**src/rtl/out_pkg.sv**
```systemverilog
// Shared definitions for the scanned hex display driver: blank pattern and slot-vector helpers.
package out_pkg;

  localparam logic [7:0] BLANK_SEG = 8'h00;

  // Upper bound on SLOTS; slot vectors are carried at this width through the helpers.
  localparam int unsigned MAX_SLOTS = 64;

  typedef logic [MAX_SLOTS-1:0] slot_vec_t;

  // First occupied slot in circular order ptr+1 .. ptr; returns ptr if none is occupied.
  function automatic int unsigned next_occupied(input int unsigned ptr,
                                                input slot_vec_t   occ_vec,
                                                input int unsigned slots);
    int unsigned res;
    int unsigned idx;
    slot_vec_t   sh;
    res = ptr;
    // Walk from the far end so the nearest occupied slot is the one left in res.
    for (int unsigned i = slots; i >= 1; i--) begin
      idx = ptr + i;
      if (idx >= slots) idx = idx - slots;
      sh = occ_vec >> idx;
      if (sh[0]) res = idx;
    end
    return res;
  endfunction

  function automatic slot_vec_t onehot(input int unsigned sel);
    return slot_vec_t'(1) << sel;
  endfunction

endpackage

```
**src/rtl/out_scan_mux_if.sv**
```systemverilog
// Write channel of the scanned display driver: valid/ready handshake plus error pulse.
interface out_scan_mux_if #(
  parameter int unsigned SLOTS  = 8,
  parameter int unsigned BANKS  = 2,
  parameter int unsigned DIGITS = 4
) ();

  localparam int unsigned SEL_W = $clog2(SLOTS);

  logic                      wr_valid;
  logic                      wr_ready;
  logic [SEL_W-1:0]          wr_sel;
  logic [BANKS-1:0]          wr_bank_en;
  logic [BANKS*4*DIGITS-1:0] wr_data;
  logic                      wr_err;

  modport master (
    output wr_valid, wr_sel, wr_bank_en, wr_data,
    input  wr_ready, wr_err
  );

  modport slave (
    input  wr_valid, wr_sel, wr_bank_en, wr_data,
    output wr_ready, wr_err
  );

endinterface

```
**src/rtl/out_scan_mux_seg7.sv**
```systemverilog
// Hex nibble to seven-segment pattern {dp,g,f,e,d,c,b,a}, active high; blank when display is low.
module out_scan_mux_seg7
  import out_pkg::*;
(
  input  logic [3:0] nibble_i,
  input  logic       display_i,
  output logic [7:0] seg_o
);

  logic [7:0] pattern;

  always_comb begin
    pattern = BLANK_SEG;
    case (nibble_i)
      4'h0: pattern = 8'h3F;
      4'h1: pattern = 8'h06;
      4'h2: pattern = 8'h5B;
      4'h3: pattern = 8'h4F;
      4'h4: pattern = 8'h66;
      4'h5: pattern = 8'h6D;
      4'h6: pattern = 8'h7D;
      4'h7: pattern = 8'h07;
      4'h8: pattern = 8'h7F;
      4'h9: pattern = 8'h6F;
      4'hA: pattern = 8'h77;
      4'hB: pattern = 8'h7C;
      4'hC: pattern = 8'h39;
      4'hD: pattern = 8'h5E;
      4'hE: pattern = 8'h79;
      4'hF: pattern = 8'h71;
      default: pattern = BLANK_SEG;
    endcase
  end

  assign seg_o = display_i ? pattern : BLANK_SEG;

endmodule

```
**src/rtl/out_scan_mux.sv**
```systemverilog
// Time-multiplexed hex display driver: SLOTS stored values scanned onto BANKS seven-segment banks,
// each slot held for DWELL clocks. All display outputs are registered.
module out_scan_mux
  import out_pkg::*;
#(
  parameter int unsigned SLOTS  = 8,
  parameter int unsigned BANKS  = 2,
  parameter int unsigned DIGITS = 4,
  parameter int unsigned DWELL  = 1024,
  localparam int unsigned SEL_W = $clog2(SLOTS)
) (
  input  logic                      clock,
  input  logic                      reset,
  out_scan_mux_if.slave             wr,
  input  logic                      clr,
  input  logic                      freeze,
  input  logic                      skip_empty,
  output logic [BANKS*DIGITS*8-1:0] led,
  output logic [SLOTS-1:0]          seg_sel,
  output logic [SEL_W-1:0]          cur_slot
);

  localparam int unsigned BANK_W = 4 * DIGITS;
  localparam int unsigned CNT_W  = $clog2(DWELL + 1);
  localparam int unsigned NUM_SEG = BANKS * DIGITS;

  typedef logic [BANK_W-1:0] bank_val_t;

  bank_val_t        slot_data  [SLOTS][BANKS];
  logic [BANKS-1:0] slot_valid [SLOTS];
  logic [SLOTS-1:0] occ;

  logic [CNT_W-1:0]         cnt_q, cnt_d;
  logic [SEL_W-1:0]         ptr_q, ptr_d;
  logic                     wr_err_q;
  logic [NUM_SEG*8-1:0]     led_q, led_d;
  logic [SLOTS-1:0]         seg_sel_q, seg_sel_d;
  logic [SEL_W-1:0]         cur_slot_q;

  logic wr_accept;
  logic sel_in_range;
  logic wr_store;

  // clr owns the cycle: a simultaneous write is refused rather than racing the clear.
  assign wr.wr_ready   = ~clr;
  assign wr_accept     = wr.wr_valid & wr.wr_ready;
  assign sel_in_range  = 32'(wr.wr_sel) < SLOTS;
  assign wr_store      = wr_accept & sel_in_range;

  // Per-slot, per-bank storage with its own valid flag.
  for (genvar s = 0; s < SLOTS; s++) begin : g_slot
    for (genvar b = 0; b < BANKS; b++) begin : g_bank
      bank_val_t data_q;
      logic      valid_q;

      always_ff @(posedge clock) begin
        if (!reset) begin
          valid_q <= 1'b0;
          data_q  <= '0;
        end else if (clr) begin
          valid_q <= 1'b0;
        end else if (wr_store && (wr.wr_sel == SEL_W'(s)) && wr.wr_bank_en[b]) begin
          valid_q <= 1'b1;
          data_q  <= wr.wr_data[b*BANK_W +: BANK_W];
        end
      end

      assign slot_data[s][b]  = data_q;
      assign slot_valid[s][b] = valid_q;
    end

    assign occ[s] = |slot_valid[s];
  end

  // Dwell counter and scan pointer; the skip search sees flags from the start of the cycle.
  always_comb begin
    cnt_d = cnt_q;
    ptr_d = ptr_q;
    if (!freeze) begin
      if (cnt_q == CNT_W'(DWELL - 1)) begin
        cnt_d = '0;
        if (skip_empty) begin
          ptr_d = SEL_W'(next_occupied(32'(ptr_q), MAX_SLOTS'(occ), SLOTS));
        end else if (32'(ptr_q) == SLOTS - 1) begin
          ptr_d = '0;
        end else begin
          ptr_d = ptr_q + SEL_W'(1);
        end
      end else begin
        cnt_d = cnt_q + CNT_W'(1);
      end
    end
  end

  for (genvar b = 0; b < BANKS; b++) begin : g_dec_bank
    for (genvar d = 0; d < DIGITS; d++) begin : g_dec_digit
      out_scan_mux_seg7 u_seg7 (
        .nibble_i  (slot_data[ptr_q][b][BANK_W-4-4*d +: 4]),
        .display_i (slot_valid[ptr_q][b]),
        .seg_o     (led_d[(b*DIGITS+d)*8 +: 8])
      );
    end
  end

  always_comb begin
    seg_sel_d = '0;
    if (occ[ptr_q]) seg_sel_d = SLOTS'(onehot(32'(ptr_q)));
  end

  always_ff @(posedge clock) begin
    if (!reset) begin
      cnt_q      <= '0;
      ptr_q      <= '0;
      wr_err_q   <= 1'b0;
      led_q      <= {NUM_SEG{BLANK_SEG}};
      seg_sel_q  <= '0;
      cur_slot_q <= '0;
    end else begin
      cnt_q      <= cnt_d;
      ptr_q      <= ptr_d;
      wr_err_q   <= wr_accept & ~sel_in_range;
      led_q      <= led_d;
      seg_sel_q  <= seg_sel_d;
      cur_slot_q <= ptr_q;
    end
  end

  assign wr.wr_err = wr_err_q;
  assign led       = led_q;
  assign seg_sel   = seg_sel_q;
  assign cur_slot  = cur_slot_q;

endmodule

```
**src/flat_wrapper.sv**
```systemverilog
// flat-port wrapper written by rule: the top's interface ports become plain ports
module out_scan_mux_flat import out_pkg::*;
#(
  parameter int unsigned SLOTS  = 8,
  parameter int unsigned BANKS  = 2,
  parameter int unsigned DIGITS = 4,
  parameter int unsigned DWELL  = 1024,
  localparam int unsigned SEL_W = $clog2(SLOTS)
)
  (clock, reset, clr, freeze, skip_empty, led, seg_sel, cur_slot, wr_wr_valid, wr_wr_sel, wr_wr_bank_en, wr_wr_data, wr_wr_ready, wr_wr_err);
  out_scan_mux_if #(.SLOTS(SLOTS), .BANKS(BANKS), .DIGITS(DIGITS)) wr_i ();
  input  logic clock;
  input  logic reset;
  input  logic clr;
  input  logic freeze;
  input  logic skip_empty;
  output logic [BANKS*DIGITS*8-1:0] led;
  output logic [SLOTS-1:0] seg_sel;
  output logic [SEL_W-1:0] cur_slot;
  input wire logic [$bits(wr_i.wr_valid)-1:0] wr_wr_valid;
  input wire logic [$bits(wr_i.wr_sel)-1:0] wr_wr_sel;
  input wire logic [$bits(wr_i.wr_bank_en)-1:0] wr_wr_bank_en;
  input wire logic [$bits(wr_i.wr_data)-1:0] wr_wr_data;
  output wire logic [$bits(wr_i.wr_ready)-1:0] wr_wr_ready;
  output wire logic [$bits(wr_i.wr_err)-1:0] wr_wr_err;
  assign wr_i.wr_valid = wr_wr_valid;
  assign wr_i.wr_sel = wr_wr_sel;
  assign wr_i.wr_bank_en = wr_wr_bank_en;
  assign wr_i.wr_data = wr_wr_data;
  assign wr_wr_ready = wr_i.wr_ready;
  assign wr_wr_err = wr_i.wr_err;
  out_scan_mux #(.SLOTS(SLOTS), .BANKS(BANKS), .DIGITS(DIGITS), .DWELL(DWELL)) u_core (.clock(clock), .reset(reset), .wr(wr_i), .clr(clr), .freeze(freeze), .skip_empty(skip_empty), .led(led), .seg_sel(seg_sel), .cur_slot(cur_slot));
endmodule
```
**config.mk**
```make
export PLATFORM = sky130hd
export DESIGN_NAME = out_scan_mux_flat
export DESIGN_NICKNAME = d
export VERILOG_FILES = /design/src/rtl/out_pkg.sv /design/src/rtl/out_scan_mux_if.sv /design/src/rtl/out_scan_mux_seg7.sv /design/src/rtl/out_scan_mux.sv /design/src/flat_wrapper.sv
export SDC_FILE = /design/constraint.sdc
export NUM_CORES = 1
export LEC_CHECK = 0
export CAP_MARGIN = 40
export CORE_MARGIN = 4
export CORE_UTILIZATION = 34
export CTS_BUF_LIST = sky130_fd_sc_hd__clkbuf_8
export DETAILED_ROUTE_END_ITERATION = 10
export PLACE_DENSITY_LB_ADDON = 0.1
export SLEW_MARGIN = 5
export SYNTH_ARGS = -nofsm -noshare
export SYNTH_HDL_FRONTEND = slang
export SYNTH_SLANG_ARGS = --single-unit
```
**constraint.sdc**
```tcl
create_clock -name clock -period 2.8 [get_ports clock]
set_input_delay 0.56 -clock clock [delete_from_list [all_inputs] [get_ports clock]]
set_output_delay 0.56 -clock clock [all_outputs]
set_load 0.02 [all_outputs]
```
# Yosys cells after proc, flatten, opt, wreduce, memory -nomap -nowiden

Memory sizes are Yosys's and may differ from the RTL's. A register that Yosys moved wholly into a read port is not among the register bits.
Cells that the tools add are included.

Order comparisons: 10
Reductions and logical operators: 62
Shift operators: 9
Muxes and demuxes: 51
$add $sub $neg: 18
Eq/ne operators: 10
Bitwise gates (word level): 5

Operator list:

| kind                                                                                  | count |
|---|---|
| 32-bit 2-to-1 mux                                                                     | 34 |
| 32-bit by 4-bit greater-or-equal comparator with 1-bit output (second input constant) | 8 |
| 8-bit by 32-bit right shift with 1-bit output                                         | 8 |
| 32-bit by 4-bit subtractor with 32-bit output (second input constant)                 | 8 |
| 32-bit binary-select mux with 3-bit select                                            | 1 |
| 2-bit AND reduction                                                                   | 19 |
| 3-bit 2-to-1 mux                                                                      | 10 |
| 1-bit logical AND                                                                     | 24 |
| 2-bit OR reduction                                                                    | 9 |
| 3-bit by 3-bit adder with 4-bit output (second input constant)                        | 4 |
| 3-bit == test (second input constant)                                                 | 5 |
| 11-bit by 1-bit adder with 11-bit output (second input constant)                      | 1 |
| 11-bit by 10-bit == test with 1-bit output (second input constant)                    | 1 |
| 11-bit 2-to-1 mux                                                                     | 1 |
| 9-bit by 1-bit inequality test with 1-bit output (second input constant)              | 1 |
| 3-bit by 2-bit adder with 4-bit output (second input constant)                        | 2 |
| 1-bit logical NOT                                                                     | 8 |
| 1-bit by 3-bit << shifter with 8-bit output (first input constant)                    | 1 |
| 2-bit binary-select mux with 3-bit select                                             | 1 |
| 3-bit by 2-bit == test with 1-bit output (second input constant)                      | 2 |
| 3-bit by 4-bit adder with 5-bit output (second input constant)                        | 1 |
| 3-bit by 1-bit adder with 4-bit output (second input constant)                        | 1 |
| 4-bit greater-or-equal comparator (second input constant)                             | 1 |
| 3-bit by 4-bit less-than comparator with 1-bit output (second input constant)         | 1 |
| other kinds (10)                                                                      | 13 |

Bits in read-only memories: 896
Output and inout bits: 77
Register bits: 361
Memories kept: 8

Memories:

| name             | words | bits a word | rd ports | clocked after memory_dff | write ports | line                    | RTL |
|---|---|---|---|---|---|---|---|
| (name not given) | 16    | 7           | 1        | 1                        | 0           | out_scan_mux_seg7.sv:14 | `case (nibble_i)` |
| (name not given) | 16    | 7           | 1        | 1                        | 0           | out_scan_mux_seg7.sv:14 |  |
| (name not given) | 16    | 7           | 1        | 1                        | 0           | out_scan_mux_seg7.sv:14 |  |
| (name not given) | 16    | 7           | 1        | 1                        | 0           | out_scan_mux_seg7.sv:14 |  |
| (name not given) | 16    | 7           | 1        | 1                        | 0           | out_scan_mux_seg7.sv:14 |  |
| (name not given) | 16    | 7           | 1        | 1                        | 0           | out_scan_mux_seg7.sv:14 |  |
| +2 memories      | n/a   | n/a         | n/a      | n/a                      | n/a         | n/a                     |  |

# Logic depth before layout (Yosys ltp)

Depth after elaboration: 16
Depth in mapped cells: 13
Gate-level depth less buffers: 9

# Modules after synthesis

A second synthesis with hierarchy kept.

Cells, all modules: 2115
Area, all modules: 18112.4 um^2

Modules (own cells, without submodules):

| module                                                              | area an instance (um^2) | instances | cells each | sequential area each (um^2) |
|---|---|---|---|---|
| out_scan_mux                                                        | 15727.6                 | 1         | 1753       | 7226.9 |
| out_scan_mux_seg7 at u_core.g_dec_bank[0].g_dec_digit[0].u_seg7 ... | 295.3                   | 6         | 46         | 0.0 |
| out_scan_mux_seg7 at u_core.g_dec_bank[0].g_dec_digit[1].u_seg7     | 322.8                   | 1         | 41         | 0.0 |
| out_scan_mux_seg7 at u_core.g_dec_bank[0].g_dec_digit[2].u_seg7     | 290.3                   | 1         | 45         | 0.0 |

# Worst setup path before layout

No wires, ideal clock.

Path type: reg2reg
Start point: reg u_core.ptr_q[2]
End point: reg u_core.ptr_q[1]
Setup time: 121 ps
Data required time: 2679 ps
Arrival: 2784 ps
Clock period less this slack: 2906 ps
Slack: -106 ps
Stages on the path, launching flop included: 13
Path buffers: 3
Cells stage by stage: dfxtp_1 -> buf_2 -> inv_1 -> buf_2 -> buf_2 -> ha_1 -> inv_1 -> mux4_2 -> mux2i_1 -> nor4b_1 -> o21a_1 -> nor2_1 -> mux2_4

Longest elaborated chain between the ends: 15
Elaborated cells between the ends (all ways): 77
Classes of those cells: add/sub (16); order compare (8); eq/ne (2); shift (8); mux (42); reduce/logical (1)

RTL lines:

| what                                                                                                                                  | line                         | RTL |
|---|---|---|
| start, declared                                                                                                                       | out_scan_mux.sv:34           | `logic [SEL_W-1:0] ptr_q, ptr_d;` |
| start signal, assigned                                                                                                                | out_scan_mux.sv:120          | `ptr_q <= ptr_d;` |
| 3-bit by 3-bit adder with 4-bit output / 3-bit by 4-bit adder with 5-bit output (equally long branches)                               | out_pkg.sv:21                | `idx = ptr + i;` |
| 32-bit by 4-bit subtractor with 32-bit output / 32-bit by 4-bit greater-or-equal comparator with 1-bit output (equally long branches) | out_pkg.sv:22                | `if (idx >= slots) idx = idx - slots;` |
| 32-bit 2-to-1 mux                                                                                                                     | out_pkg.sv:22                |  |
| 32-bit 2-to-1 mux                                                                                                                     | out_scan_mux.sv:82           | `if (skip_empty) begin` |
| 32-bit 2-to-1 mux                                                                                                                     | out_scan_mux.sv:80           | `if (cnt_q == CNT_W'(DWELL - 1)) begin` |
| 32-bit 2-to-1 mux                                                                                                                     | out_scan_mux.sv:79           | `if (!freeze) begin` |
| 8-bit by 32-bit right shift with 1-bit output / 3-bit 2-to-1 mux (equally long branches)                                              | out_pkg.sv:23, out_pkg.sv:24 |  |
| 3-bit 2-to-1 mux (7 in series)                                                                                                        | out_pkg.sv:24                | `if (sh[0]) res = idx;` |
| 3-bit 2-to-1 mux                                                                                                                      | out_scan_mux.sv:82           |  |

Parallel ways exist; a longest one is shown, timed or not. The select of a mux whose other input is x is not followed.
A chain may end at the register's enable or synchronous reset.

# Worst setup path after layout

Start point: reg u_core.ptr_q[0]
End point: reg u_core.ptr_q[1]

The elaborated chain is that of the path after synthesis.

==> run summary <==
=====================================================================================
Status ................................................................. finished clean
RSZ-0062 raised after global routing ...................................           no
Clock buffer depth .....................................................            3
Post-CTS Resized .......................................................            0
Clock latency at the later pin of the worst-skew pair ..................      0.62 ns
Post-DP HPWL ...........................................................     31900 um
Most used cell, CP ..................................................... sky130_fd_sc_hd__ha_1
First-pass GRT wire length .............................................     78200 um
Register area share after synthesis ....................................        40.7%
Cells along the critical path .......................................... ha_1 > ha_1 > mux4_1 > a221oi_2 > nor4b_2 > o21a_1 > nor2_1 > mux2_4
Starting utilization of the core area ..................................        34.5%
Finished Core Util .....................................................        41.7%
Cell row count .........................................................           82
Die Height .............................................................       234 um
Final wirelength .......................................................     50100 um
Fmax ...................................................................      376 MHz
Worst IR Drop VDD ......................................................   0.000344 V
Setup skew after layout ................................................    0.0270 ns
Clock-pin slew of the registers on the worst-case setup and hold paths .      0.06 ns
Startpoint-to-endpoint class of the critical path ......................   reg -> reg
Fraction of the cycle the final worst path needs .......................        95.1%
Predominant post-synthesis flop cell ................................... sky130_fd_sc_hd__dfxtp_1
Class of the most critical hold timing path ............................    in -> reg
Final total negative setup slack .......................................         0 ns
Width of the die .......................................................       234 um
Share of async-settable or async-resettable flops after synthesis ......           0%
Total global-route track usage .........................................        18.2%
Setup WS pre-CTS .......................................................     0.174 ns
Fraction of final layout cells sized beyond drive strength 1 ...........        14.2%
Pin count of the biggest net entering global routing ...................          130
Synth Register Bits ....................................................          353
Total via count after detailed routing .................................        13700
Gate count of the mapped netlist .......................................         1897
Area of the mapped netlist .............................................   0.0174 mm2
Top-level port count ...................................................          120
Setup violation total in the final timing report .......................            0
Final Max Tran Viols ...................................................            0
Detailed Route Iter0 Violations ........................................          674
Antenna cells ..........................................................            0
Element type at the critical path end ..................................     register
CTS tree ...............................................................          yes
CTS Hold Buffers Added .................................................            0
Gr ovfl total ..........................................................            0
Max-Slew Margin vs Limit ...............................................        66.3%
Count of clock tree sinks ..............................................          353
Number of buffers inserted by post-CTS setup repair ....................            0
Area share of the largest cell type after synthesis ....................        40.7%
Total of max-cap violations ............................................            0
Worst setup SP type ....................................................     register
Die area ...............................................................   0.0547 mm2
Post-DR wirelength/cell ................................................      18.2 um
Detailed-router iteration count before antenna repair ..................            5
Post-layout net count ..................................................         2142
Residual DRC count .....................................................            0
Data arrival, critical path ............................................      3.17 ns
Core area ..............................................................   0.0503 mm2
Cell family contributing the most delay on the critical path ...........  adder cells
Worst Tran Pin Value ...................................................     0.506 ns
Post-synthesis cell type count .........................................           61
Ranking of synthesized cells by area ................................... sky130_fd_sc_hd__dfxtp_1, sky130_fd_sc_hd__nand2_1, sky130_fd_sc_hd__a21boi_0
Fillcell total .........................................................         4996
Cell Pwr Density .......................................................   508 mW/mm2
Number of flops mapped to enable cells by yosys ........................            0
Slowest library cell on the worst path ................................. sky130_fd_sc_hd__ha_1
Biggest fanout along the worst timing path .............................           12
Number of nets with antenna violations after routing ...................            0
H-Tree Level Count .....................................................            3
Hold violation total from the final report .............................            0
Sum of buffers and inverters on the critical path ......................            0
Tmin final .............................................................      2.66 ns
Minimum setup slack in the final design ................................     0.138 ns
Largest area contributor in the netlist ................................ sky130_fd_sc_hd__dfxtp_1
Root buffer cell ....................................................... sky130_fd_sc_hd__clkbuf_8
Final weighted congestion in routability-driven placement ..............        0.836
Synthesis warning total ................................................            0
Synthesized area per cell ..............................................     9.15 um2
Number of antenna violations at the first check in global routing ......            2
CP max stage delay .....................................................      0.45 ns
Signed area change from the synthesized netlist to the final layout ....        20.9%
Vias in the first global route .........................................        13700
Total CTS buffers ......................................................           66
Req. time, crit path ...................................................      3.30 ns
Static Leak ............................................................   0.00775 uW
Detailed-route vias per instance .......................................         4.97
Port bufs ..............................................................          110
=====================================================================================
[area by class of cell]
class | count | area [um2] | area share [%]
inverter | 44 | 165 | 0.787
tap | 672 | 841 | 4.01
timing repair buffer | 211 | 2110 | 10.1
multi-input combinational | 1358 | 9420 | 44.9
clock buffer | 86 | 1180 | 5.64
sequential | 353 | 7070 | 33.7
clock inverter | 32 | 188 | 0.895
[sequential cells by signal (all words and copies together), names as in the netlist]
register and cells:
u_core.g_slot.g_bank.data_q 256, u_core.cur_slot 3, u_core.g_slot.g_bank.valid_q 16, u_core.ptr_q 3, u_core.cnt_q 11, u_core.led 56, u_core.seg_sel 8
[through the flow]
step	cell area [um2]	hold WS, ns	cells	power (uW)
after floorplan	17400	0.439	1905	5460
after global placement	19600	0.446	2638	5610
after detailed placement	19600	0.453	2638	5620
after CTS	21000	0.240	2756	10900
after global routing	21000	0.255	2756	11100
final	21000	0.295	2756	10700
[where the power goes]
part | switching, uW | internal [uW] | leakage, uW
clock | 2220 | 2930 | 0.000788
combinational | 250 | 185 | 0.00412
sequential | 16.7 | 5060 | 0.00285
total | 2490 | 8170 | 0.00775
[cell usage in the layout, fill, tap and decap left out, drive strengths merged, types with 11 or more instances in the layout]
cell type | Yosys | final
clkbuf | 95 | 86
nor2b | 20 | 20
o21a | 17 | 17
inv | 44 | 66
clkdlybuf4s50 | 0 | 109
nand2 | 570 | 570
a221oi | 26 | 26
o21ai | 20 | 20
buf | 55 | 102
mux4 | 85 | 85
nor3 | 19 | 19
dfxtp | 353 | 353
mux2i | 52 | 52
a21boi | 257 | 257
and2 | 21 | 21
nor2 | 76 | 76
ha | 65 | 65
nand3 | 11 | 11
[cell usage after synthesis (all sizes together), types with 11 or more instances]
master / count
mux4: 85
and2: 21
nor2: 76
a221oi: 26
nor3: 19
dfxtp: 353
o21a: 17
clkbuf: 95
nand3: 11
inv: 44
mux2i: 52
nor2b: 20
ha: 65
nand2: 570
o21ai: 20
a21boi: 257
buf: 55
[kinds of logic after synthesis]
group | share of synthesized area [%]
other cells | 0.0216
buf+inv | 5.41
simple gates | 17.5
fa+ha+maj | 4.69
compound gates | 16.5
mux | 14.6
xor+xnor | 0.505
flops | 40.7
[worst paths after layout]
path | cells after the start | to | slack (ns) | start
max | 8 | u_core.ptr_q[1] | 0.14 | u_core.ptr_q[0]
min | 2 | u_core.cnt_q[10] | 0.30 | reset
max reg2reg | 8 | u_core.ptr_q[1] | 0.14 | u_core.ptr_q[0]
min reg2reg | 2 | u_core.g_slot[5].g_bank[1].data_q[15] | 0.46 | u_core.g_slot[5].g_bank[1].data_q[15]
[worst reg2reg max path, delay by kind of cell, from the launching register on]
family          cells  cell delay, ns
fa+ha+maj           2            0.73
simple gates        2            0.28
mux                 2            0.68
compound gates      2            0.46
flops               1            0.41
[routing by layer]
metal	routed length, um	track usage, %
met3	2360	3.94
met4	1260	5.51
met5	26	0
met1	22800	23.7
met2	23700	30.3
Power figures use the tool's default switching activity.
